$ cat src/rtl/dtw_job_ctrl_pkg.sv
// dtw_job_ctrl_pkg: shared constants for the DTW job sequencer.
// FSM state encoding, response status codes, command opcodes.
package dtw_job_ctrl_pkg;

  typedef enum logic [2:0] {
    ST_IDLE,
    ST_CRST,
    ST_LOAD,
    ST_QRY,
    ST_QWAIT,
    ST_RESP,
    ST_ABORT
  } state_e;

  localparam logic [1:0] RSP_OK      = 2'd0;
  localparam logic [1:0] RSP_NOREF   = 2'd1;
  localparam logic [1:0] RSP_BADLEN  = 2'd2;
  localparam logic [1:0] RSP_TIMEOUT = 2'd3;

  localparam logic OP_QUERY    = 1'b0;
  localparam logic OP_LOAD_REF = 1'b1;

  function automatic logic [31:0] sat_inc(
    input logic [31:0] v
  );
    return (&v) ? v : v + 32'd1;
  endfunction

endpackage

$ cat src/rtl/dtw_job_feed.sv
// dtw_job_feed: meters a fixed word budget from the source FIFO into the core.
// Ports: load_i/budget_i arm a new budget; feeding_i opens the gate;
// up_src_empty_i/core_src_rden_i in; core_src_empty_o/up_src_rden_o out;
// exhausted_o when all budgeted words popped; progress_o per word popped.
module dtw_job_feed
  import dtw_job_ctrl_pkg::*;
(
  input  logic        clk,
  input  logic        rst,
  input  logic        load_i,
  input  logic [31:0] budget_i,
  input  logic        feeding_i,
  input  logic        up_src_empty_i,
  input  logic        core_src_rden_i,
  output logic        core_src_empty_o,
  output logic        up_src_rden_o,
  output logic        exhausted_o,
  output logic        progress_o
);

  logic [31:0] budget_q, budget_d;
  logic [31:0] words_q, words_d;

  assign exhausted_o = (words_q == budget_q);

  // The core only ever sees data while a budget is open and words remain,
  // so the source can never be over-popped whatever the core does.
  assign core_src_empty_o = up_src_empty_i | ~feeding_i | exhausted_o;
  assign up_src_rden_o = core_src_rden_i & ~core_src_empty_o;
  assign progress_o = up_src_rden_o;

  always_comb begin
    budget_d = budget_q;
    words_d = words_q;
    if (load_i) begin
      budget_d = budget_i;
      words_d = '0;
    end else if (up_src_rden_o) begin
      words_d = words_q + 32'd1;
    end
  end

  always_ff @(posedge clk) begin
    if (rst) begin
      budget_q <= '0;
      words_q <= '0;
    end else begin
      budget_q <= budget_d;
      words_q <= words_d;
    end
  end

endmodule

$ cat src/rtl/dtw_job_ctrl.sv
// dtw_job_ctrl: command sequencer for one dtw_core (LOAD_REF / QUERY).
// Ports: cmd_* command in, rsp_* status out, core_* to/from dtw_core,
// up_src_* to the source FIFO. DTW_JOB_CTRL_PERF_EN adds perf_* counters.
module dtw_job_ctrl
  import dtw_job_ctrl_pkg::*;
#(
  parameter int SQG_SIZE     = 250,
  parameter int REF_MAX      = 32768,
  parameter int CORE_RST_CYC = 4,
  parameter int TIMEOUT_CYC  = 1 << 20
) (
  input  logic        clk,
  input  logic        rst,
  input  logic        cmd_valid,
  output logic        cmd_ready,
  input  logic        cmd_op,
  input  logic [31:0] cmd_len,
  output logic        rsp_valid,
  input  logic        rsp_ready,
  output logic [1:0]  rsp_status,
  output logic        ref_valid,
  output logic        core_rst,
  output logic        core_rs,
  output logic        core_op_mode,
  output logic [31:0] core_ref_len,
  input  logic        core_busy,
  input  logic        core_load_done,
  input  logic        core_src_rden,
  output logic        core_src_empty,
  input  logic        up_src_empty,
`ifdef DTW_JOB_CTRL_PERF_EN
  output logic [31:0] perf_busy_cyc,
  output logic [31:0] perf_stall_cyc,
`endif
  output logic        up_src_rden
);

  localparam logic [31:0] SQG32  = 32'(SQG_SIZE);
  localparam logic [31:0] RMAX32 = 32'(REF_MAX);
  localparam logic [31:0] RSTL   = 32'(CORE_RST_CYC - 1);
  localparam logic [31:0] TMOL   = 32'(TIMEOUT_CYC - 1);

  state_e      state_q, state_d;
  logic [1:0]  status_q, status_d;
  logic        ref_valid_q, ref_valid_d;
  logic [31:0] ref_len_q, ref_len_d;
  logic [31:0] cnt_q, cnt_d;
  logic [31:0] tmo_q, tmo_d;
  logic        done_seen_q, done_seen_d;
  logic        busy_seen_q, busy_seen_d;
  logic        busy_q, load_done_q;

  logic        feed_load;
  logic [31:0] feed_budget;
  logic        feeding_c, feeding;
  logic        exhausted, feed_prog;
  logic        cmd_ready_c, rsp_valid_c;
  logic        core_rst_c, core_rs_c, op_mode_c;
  logic        is_load, len_bad;
  logic        load_rise, progress, watched, tmo_hit;

  assign is_load = (cmd_op == OP_LOAD_REF);
  assign len_bad = (cmd_len == 32'd0) || (cmd_len > RMAX32);
  assign load_rise = core_load_done & ~load_done_q;

  // Any edge on busy/load_done counts as the core being alive.
  assign progress = feed_prog
                  | (core_busy ^ busy_q)
                  | (core_load_done ^ load_done_q);

  assign watched = (state_q == ST_CRST) || (state_q == ST_LOAD)
                || (state_q == ST_QRY)  || (state_q == ST_QWAIT);
  assign tmo_hit = watched & ~progress & (tmo_q == TMOL);

  assign feeding = feeding_c & ~rst;

  dtw_job_feed u_feed (
    .clk              (clk),
    .rst              (rst),
    .load_i           (feed_load),
    .budget_i         (feed_budget),
    .feeding_i        (feeding),
    .up_src_empty_i   (up_src_empty),
    .core_src_rden_i  (core_src_rden),
    .core_src_empty_o (core_src_empty),
    .up_src_rden_o    (up_src_rden),
    .exhausted_o      (exhausted),
    .progress_o       (feed_prog)
  );

  always_comb begin
    state_d = state_q;
    status_d = status_q;
    ref_valid_d = ref_valid_q;
    ref_len_d = ref_len_q;
    done_seen_d = done_seen_q;
    busy_seen_d = busy_seen_q;
    feed_load = 1'b0;
    feed_budget = SQG32;
    feeding_c = 1'b0;
    cmd_ready_c = 1'b0;
    rsp_valid_c = 1'b0;
    core_rst_c = 1'b0;
    core_rs_c = 1'b0;
    op_mode_c = 1'b0;
    unique case (state_q)
      ST_IDLE: begin
        cmd_ready_c = 1'b1;
        if (cmd_valid) begin
          unique case (1'b1)
            is_load & len_bad: begin
              status_d = RSP_BADLEN;
              state_d = ST_RESP;
            end
            is_load & ~len_bad: begin
              ref_len_d = cmd_len;
              ref_valid_d = 1'b0;
              feed_load = 1'b1;
              feed_budget = cmd_len;
              done_seen_d = 1'b0;
              state_d = ST_CRST;
            end
            ~is_load & ~ref_valid_q: begin
              status_d = RSP_NOREF;
              state_d = ST_RESP;
            end
            default: begin
              feed_load = 1'b1;
              feed_budget = SQG32;
              busy_seen_d = 1'b0;
              state_d = ST_QRY;
            end
          endcase
        end
      end
      ST_CRST: begin
        core_rst_c = 1'b1;
        op_mode_c = 1'b1;
        if (cnt_q == RSTL) state_d = ST_LOAD;
      end
      ST_LOAD: begin
        core_rs_c = 1'b1;
        op_mode_c = 1'b1;
        feeding_c = 1'b1;
        if (load_rise) done_seen_d = 1'b1;
        if ((load_rise | done_seen_q) & exhausted) begin
          ref_valid_d = 1'b1;
          status_d = RSP_OK;
          state_d = ST_RESP;
        end
      end
      ST_QRY: begin
        core_rs_c = 1'b1;
        feeding_c = 1'b1;
        if (core_busy) busy_seen_d = 1'b1;
        if (exhausted) state_d = ST_QWAIT;
      end
      ST_QWAIT: begin
        core_rs_c = 1'b1;
        if (core_busy) busy_seen_d = 1'b1;
        if (busy_seen_q & ~core_busy) begin
          status_d = RSP_OK;
          state_d = ST_RESP;
        end
      end
      ST_RESP: begin
        rsp_valid_c = 1'b1;
        if (rsp_ready) state_d = ST_IDLE;
      end
      ST_ABORT: begin
        core_rst_c = 1'b1;
        ref_valid_d = 1'b0;
        if (cnt_q == RSTL) begin
          status_d = RSP_TIMEOUT;
          state_d = ST_RESP;
        end
      end
      default: state_d = ST_IDLE;
    endcase
    if (tmo_hit) begin
      ref_valid_d = 1'b0;
      state_d = ST_ABORT;
    end
    cnt_d = (state_d != state_q) ? 32'd0 : cnt_q + 32'd1;
    tmo_d = ((state_d != state_q) || progress) ? 32'd0 : tmo_q + 32'd1;
  end

  always_ff @(posedge clk) begin
    if (rst) begin
      state_q <= ST_IDLE;
      status_q <= RSP_OK;
      ref_valid_q <= 1'b0;
      ref_len_q <= '0;
      cnt_q <= '0;
      tmo_q <= '0;
      done_seen_q <= 1'b0;
      busy_seen_q <= 1'b0;
      busy_q <= 1'b0;
      load_done_q <= 1'b0;
    end else begin
      state_q <= state_d;
      status_q <= status_d;
      ref_valid_q <= ref_valid_d;
      ref_len_q <= ref_len_d;
      cnt_q <= cnt_d;
      tmo_q <= tmo_d;
      done_seen_q <= done_seen_d;
      busy_seen_q <= busy_seen_d;
      busy_q <= core_busy;
      load_done_q <= core_load_done;
    end
  end

  // rst forces reset values onto the outputs in the same cycle.
  assign cmd_ready    = cmd_ready_c & ~rst;
  assign rsp_valid    = rsp_valid_c & ~rst;
  assign rsp_status   = rst ? RSP_OK : status_q;
  assign ref_valid    = ref_valid_q & ~rst;
  assign core_rst     = core_rst_c | rst;
  assign core_rs      = core_rs_c & ~rst;
  assign core_op_mode = op_mode_c & ~rst;
  assign core_ref_len = rst ? 32'd0 : ref_len_q;

`ifdef DTW_JOB_CTRL_PERF_EN
  logic [31:0] perf_busy_q, perf_stall_q;
  logic        in_job, stall;

  assign in_job = (state_q == ST_LOAD) || (state_q == ST_QRY)
               || (state_q == ST_QWAIT);
  assign stall = feeding & up_src_empty & ~exhausted;

  always_ff @(posedge clk) begin
    if (rst) begin
      perf_busy_q <= '0;
      perf_stall_q <= '0;
    end else begin
      if (in_job) perf_busy_q <= sat_inc(perf_busy_q);
      if (stall) perf_stall_q <= sat_inc(perf_stall_q);
    end
  end

  assign perf_busy_cyc = perf_busy_q;
  assign perf_stall_cyc = perf_stall_q;
`endif

endmodule

$ cat config.mk
export PLATFORM = sky130hd
export DESIGN_NAME = dtw_job_ctrl
export DESIGN_NICKNAME = d
export VERILOG_FILES = /design/src/rtl/dtw_job_ctrl_pkg.sv /design/src/rtl/dtw_job_feed.sv /design/src/rtl/dtw_job_ctrl.sv
export SDC_FILE = /design/constraint.sdc
export NUM_CORES = 1
export LEC_CHECK = 0
export ABC_AREA = 0
export CAP_MARGIN = 20
export CORE_MARGIN = 2
export CORE_UTILIZATION = 55
export DETAILED_ROUTE_END_ITERATION = 7
export GPL_TIMING_DRIVEN = 0
export PLACE_DENSITY_LB_ADDON = 0.2
export SETUP_SLACK_MARGIN = 0.05
export SLEW_MARGIN = 15
export SYNTH_ARGS = -nofsm -noshare
export SYNTH_HDL_FRONTEND = slang
export SYNTH_SLANG_ARGS = --single-unit
$ cat constraint.sdc
create_clock -name clk -period 5.36 [get_ports clk]
set_input_delay 0.536 -clock clk [delete_from_list [all_inputs] [get_ports clk]]
set_output_delay 0.536 -clock clk [all_outputs]
set_load 0.02 [all_outputs]
After elaboration in Yosys (flattened, before gate mapping) --
Index checks and enable logic that the tools add are counted.
Operators by class: reductions and logical operators 27, muxes and demuxes 40, $lt $le $gt $ge 1, add/sub/neg operators 3, eq/ne operators 19, bitwise gates (word level) 32
Operators with widths (count):
- $mux W32 | 4
- $add A32 B1 Y32 const B | 3
- $eq A32 B2 Y1 const B | 1
- $eq A32 B20 Y1 const B | 1
- $eq A32 B32 Y1 | 1
- $gt A32 B16 Y1 const B | 1
- $logic_not A32 Y1 | 1
- $mux W3 | 8
- $pmux W3 S7 | 1
- $reduce_or A2 Y1 | 9
- $mux W1 | 16
- $and A1 B1 Y1 | 15
- $reduce_and A4 Y1 | 3
- $mux W2 | 5
- $ne A2 B2 Y1 const B | 5
- $eq A3 B3 Y1 const B | 3
- $not A1 Y1 | 9
- $pmux W2 S4 | 1
- $eq A3 B2 Y1 const B | 2
- $ne A2 B1 Y1 const B | 3
- $or A1 B1 Y1 | 6
- $pmux W3 S2 | 1
- $reduce_and A6 Y1 | 1
- $reduce_or A3 Y1 | 2
- 13 further kinds | 20
Storage, ports and cells: output and inout bits 42, word-level logic and storage cells 134, register bits 170, bits of input ports 41

Depth between registers and ports, before layout --
depth in word-level cells 18, mapped depth 10, gate-level depth less buffers 8

Modules after synthesis --
From an unflattened synthesis, not the netlist that was laid out.
Unflattened totals: cells, all modules 954, area total of the unflattened synthesis 8207.9 um^2
By module, submodules not included:
- dtw_job_ctrl | area an instance 5006.1 um^2, cells each 607, instances 1, sequential area each 2122.0 um^2
- dtw_job_feed | area an instance 3201.8 um^2, cells each 347, instances 1, sequential area each 1281.2 um^2

Least setup slack after synthesis --
No wires, ideal clock.
kind input port to flip-flop, from in cmd_len[8], to reg cnt_q[31], setup slack 2853 ps, cell stages on the path 8, arrival 2421 ps, cell sequence nor4_1 nand4_1 xor2_1 a21oi_1 a2111oi_0 nand3_1 buf_4 a211oi_1
On the way: longest elaborated chain between the ends 10, elaborated cells between the ends (all ways) 13, classes of those cells 1 x order compare; 1 x eq/ne; 4 x mux; 3 x bitwise; 4 x reduce/logical
RTL lines:
- start: declaration | RTL line dtw_job_ctrl.sv:17 | input logic [31:0] cmd_len,
- $gt A32 B16 Y1 or $logic_not A32 Y1 (tied branches) | RTL line dtw_job_ctrl.sv:63 | assign len_bad = (cmd_len == 32'd0) || (cmd_len > RMAX32);
- $logic_or A1 B1 Y1 (*) | RTL line dtw_job_ctrl.sv:63
- $and A1 B1 Y1 or $not A1 Y1 (tied branches) | RTL line dtw_job_ctrl.sv:111, dtw_job_ctrl.sv:115
- $reduce_or A2 Y1 (no line) or $and A1 B1 Y1 (tied branches)
- $pmux W3 S2 (*) | RTL line dtw_job_ctrl.sv:110 | unique case (1'b1)
- $mux W3 (*) | RTL line dtw_job_ctrl.sv:109 | if (cmd_valid) begin
- $pmux W3 S7 (*) | RTL line dtw_job_ctrl.sv:106 | unique case (state_q)
- $mux W3 (*) | RTL line dtw_job_ctrl.sv:180 | if (tmo_hit) begin
- $ne A3 B3 Y1 (*) | RTL line dtw_job_ctrl.sv:184 | cnt_d = (state_d != state_q) ? 32'd0 : cnt_q + 32'd1;
- $reduce_or A2 Y1 (no line) (*)
- end signal: assignment | RTL line dtw_job_ctrl.sv:205 | cnt_q <= cnt_d;
- end: declaration | RTL line dtw_job_ctrl.sv:47 | logic [31:0] cnt_q, cnt_d;
Every way passes the cells marked *; elsewhere a longest branch is shown, timed or not. A chain may end at the register's enable or synchronous reset.

Worst setup path in the final report --
from in rst, to out core_rs
On the way: longest elaborated chain between the ends 2
RTL lines:
- start: declaration | RTL line dtw_job_ctrl.sv:13 | input logic rst,
- $not A1 Y1 | RTL line dtw_job_ctrl.sv:220 | assign core_rs = core_rs_c & ~rst;
- $and A1 B1 Y1 | RTL line dtw_job_ctrl.sv:220
- end: declaration | RTL line dtw_job_ctrl.sv:23 | output logic core_rs,
No other way between the ends.

==> results.md <==
- Outcome: complete, no violations
- Number of nets in the finished design: between 1000 and 1500
- Detail Route Antenna Nets: 0
- Worst-Margin Slew: approximately 0.95 ns
- Setup bufs post-CTS: 0
- Drc violations: 0
- Number of buffers created by CTS: 17
- Synthesized cell area: approximately 8000 µm²
- IR drop worst, VDD: between 0.0002 and 0.0003 V
- Initial antenna violation count: 0
- Relative slew slack: between 30% and 40%
- Clk_lat worst skew: 0.43 ns
- Share of power burned in combinational logic: approximately 8.9%
- Cells traversed along the worst timing path: clkdlybuf4s50_1 -> clkbuf_1 -> clkbuf_1 -> buf_1 -> a21oi_1 -> clkdlybuf4s50_1
- Dominant cell by count in the synthesized netlist: dfxtp_1
- Maximum number of pins on one net before global-route repair: 17
- Filler instances: approximately 1100
- Top post-synthesis cells by count: 170 x dfxtp_1, 85 x nor2_1, 73 x nor3_1
- Fmax: ~270 MHz
- DR vias: between 6000 and 7000
- Share of post-route cells with drive strength above 1: 7.960%
- Number of diodes added for antenna fixing: 0
- Sum of routed wire length over all layers: around 18 mm
- Syn-to-layout area delta: 20.95%
- Fraction of the cycle the final worst path needs: between 60% and 70%
- Biggest area contributors in the synthesized netlist: dfxtp_1 43%, xor2_1 7.5%, xnor2_1 6.2%
- Sequential element share of the synthesized area: about 43%
- Total Power Consumption: 2.801 mW
- Wire length of the first global-routing pass: slightly below 30 mm
- Clock Skew: 0.008735 ns
- Count of flip-flops with a built-in enable after synthesis: 0
- Clock root buffer master: clkbuf_16
- Synth area leader: dfxtp_1
- Average footprint of a synthesized cell: roughly 8.9 µm²
- Type of the most critical hold path: flop to flop
- Master of the slowest instance on the critical path: clkdlybuf4s50_1
- Overall die width: roughly 120 µm
- Effective utilization at floorplan: around 57%
- DR vias/cell: 5.531
- Global route overflow: 0
- Full die area: approximately 15000 µm²
- Switching part of the total power: about 23%
- Number of hold violations in the final report: 0
- Post-layout worst setup margin: about 1.7 ns
- Max-Cap Viols: 0
- GRT Overall Usage: between 20 and 25%
- Via count of the first global-routing pass: ~6000
- Worst setup SP type: primary input
- Min cycle time layout: approximately 3.7 ns
- Buffers on Ports: 82
- Number of buffers inserted for hold repair after clock tree synthesis: 0
- Worst-path maximum fanout: 10
- Share of total power in the clock network: a little under half
- Ys async rst share: 0%
- Cells after synthesis: between 800 and 900
- Synthesis warning total: 0
- Data arrival at the endpoint of the critical path: approximately 3.2 ns
- Register share of total power: 45.6%
- Boundary Pins: 83
- Post-route setup TNS: 0 ns
- Data required time at the worst endpoint: about 4.8 ns
- Number of core rows: between 40 and 50
- TritonCTS clock tree: yes
- Clock transition at the registers of the reported paths: around 0.06 ns
- Worst R2R Path Depth: 9
- Pwr per Cell Area: between 200 and 300 nW/µm²
- Most instantiated flip-flop cell in the synthesis netlist: dfxtp_1
- Hold_ws: about 0.45 ns
- Sinks on Clock Net: between 150 and 200
- Worst Hold Depth: 2
- Area share of the leading cell type in the synthesized netlist: around 43%
- Routability cong.: around 0.94
- Capturing element type of the critical path: output pin
- Number of resized instances in the post-cts repair step: 0
- Setup violation total in the final timing report: 0
- Placeable Area: 13990 µm²
- Final Max Tran Viols: 0
- Unrepaired setup endpoints after global routing: false
- Number of distinct standard cells referenced by the synthesized netlist: between 50 and 60
- Routed length per instance: approximately 15 µm
- H-tree levels: 4
- Drt initial violations: approximately 390
- Total iterations of the first detailed-routing run: 5
- Design internal power: 2.163 mW
- Minimum setup slack after placement: ~1.7 ns
- Standby leakage power: 3.433 nW
- Worst setup path category: primary input to output pin
- Max Root-Sink Buffers: 2
- CP peak stage delay: about 0.65 ns
- HPWL after DPL: between 10 and 15 mm
- Count of state elements after synthesis: 170
- Net count of the mapped netlist: around 940
- Total net switching power: 638.2 µW
- Die extent in y: 124.0 µm
==> critical path, delay by kind of cell <==
family	cells	cell delay, ns
compound gates	1	0.11
buf+inv	5	2.49
==> area by class of cell <==
class	count	area (µm²)	area share (%)
Buffer	37	222.7	2.325
Clock buffer	24	501.7	5.238
Clock inverter	6	111.4	1.163
Inverter	17	63.81	0.6662
Multi-Input combinational cell	669	4229	44.15
Sequential cell	170	3403	35.53
Tap cell	180	225.2	2.351
Timing Repair Buffer	82	820.8	8.570
==> layout by cell type (no fill, tap or decap), types with 16 or more instances in the layout <==
master / n
a21oi_1: 21
nor2b_1: 39
and2_1: 34
nand4_1: 28
nor4_1: 27
clkbuf_16: 17
nand2_1: 63
xor2_1: 68
inv_1: 16
dfxtp_1: 170
clkdlybuf4s50_1: 82
nor2_1: 85
nor3_2: 16
xnor2_1: 56
clkbuf_1: 23
nor3_1: 73
nand3_1: 45
==> state kept, by name, summed over array words and instances, names as in the netlist <==
register,flops
status_q,2
busy_q,1
cnt_q,32
u_feed.budget_q,32
ref_valid_q,1
busy_seen_q,1
tmo_q,32
u_feed.words_q,32
done_seen_q,1
ref_len_q,32
load_done_q,1
state_q,3
==> per-layer routing <==
layer | wire length, µm | GRT usage, %
met5 | 0 | 0
met4 | 344 | 8.216
met3 | 808 | 5.769
met2 | 8694 | 39.56
met1 | 8392 | 32.11
==> path summary, 6_finish.rpt <==
kind,to,start,slack [ns]
setup / recovery,core_rs,rst,1.67
hold / removal,ref_len_q[2],ref_len_q[2],0.45
setup reg to reg,cnt_q[22],tmo_q[0],2.25
hold reg to reg,ref_len_q[2],ref_len_q[2],0.45
==> metrics by stage <==
step	cells	cell area [µm²]	utilization, %
after floorplan	893	7919	-
after detailed placement	1155	8965	64.09
after CTS	1185	9578	68.47
final	1185	9578	68.47
after global routing	1185	9578	68.47
after global placement	1155	8965	64.09
==> kinds of logic after synthesis <==
family	synth area share, %
AOI/OAI and AO/OA	5.767
xor gates and xnor gates	13.71
adders and majority gates	0.6320
buffers and inverters	3.618
DFF	42.98
muxes	0.3792
and+or+nand+nor	32.91
==> power groups by stage <==
| stage | clock network, mW | logic [mW] | registers (mW) |
|---|---|---|---|
| after floorplan | 0 | 0.162 | 1.30 |
| after global placement | 0 | 0.247 | 1.31 |
| after detailed placement | 0 | 0.248 | 1.31 |
| after CTS | 1.29 | 0.250 | 1.28 |
| after global routing | 1.34 | 0.268 | 1.28 |
| final | 1.27 | 0.249 | 1.28 |
No activity file was read; power rests on OpenSTA's default activity.
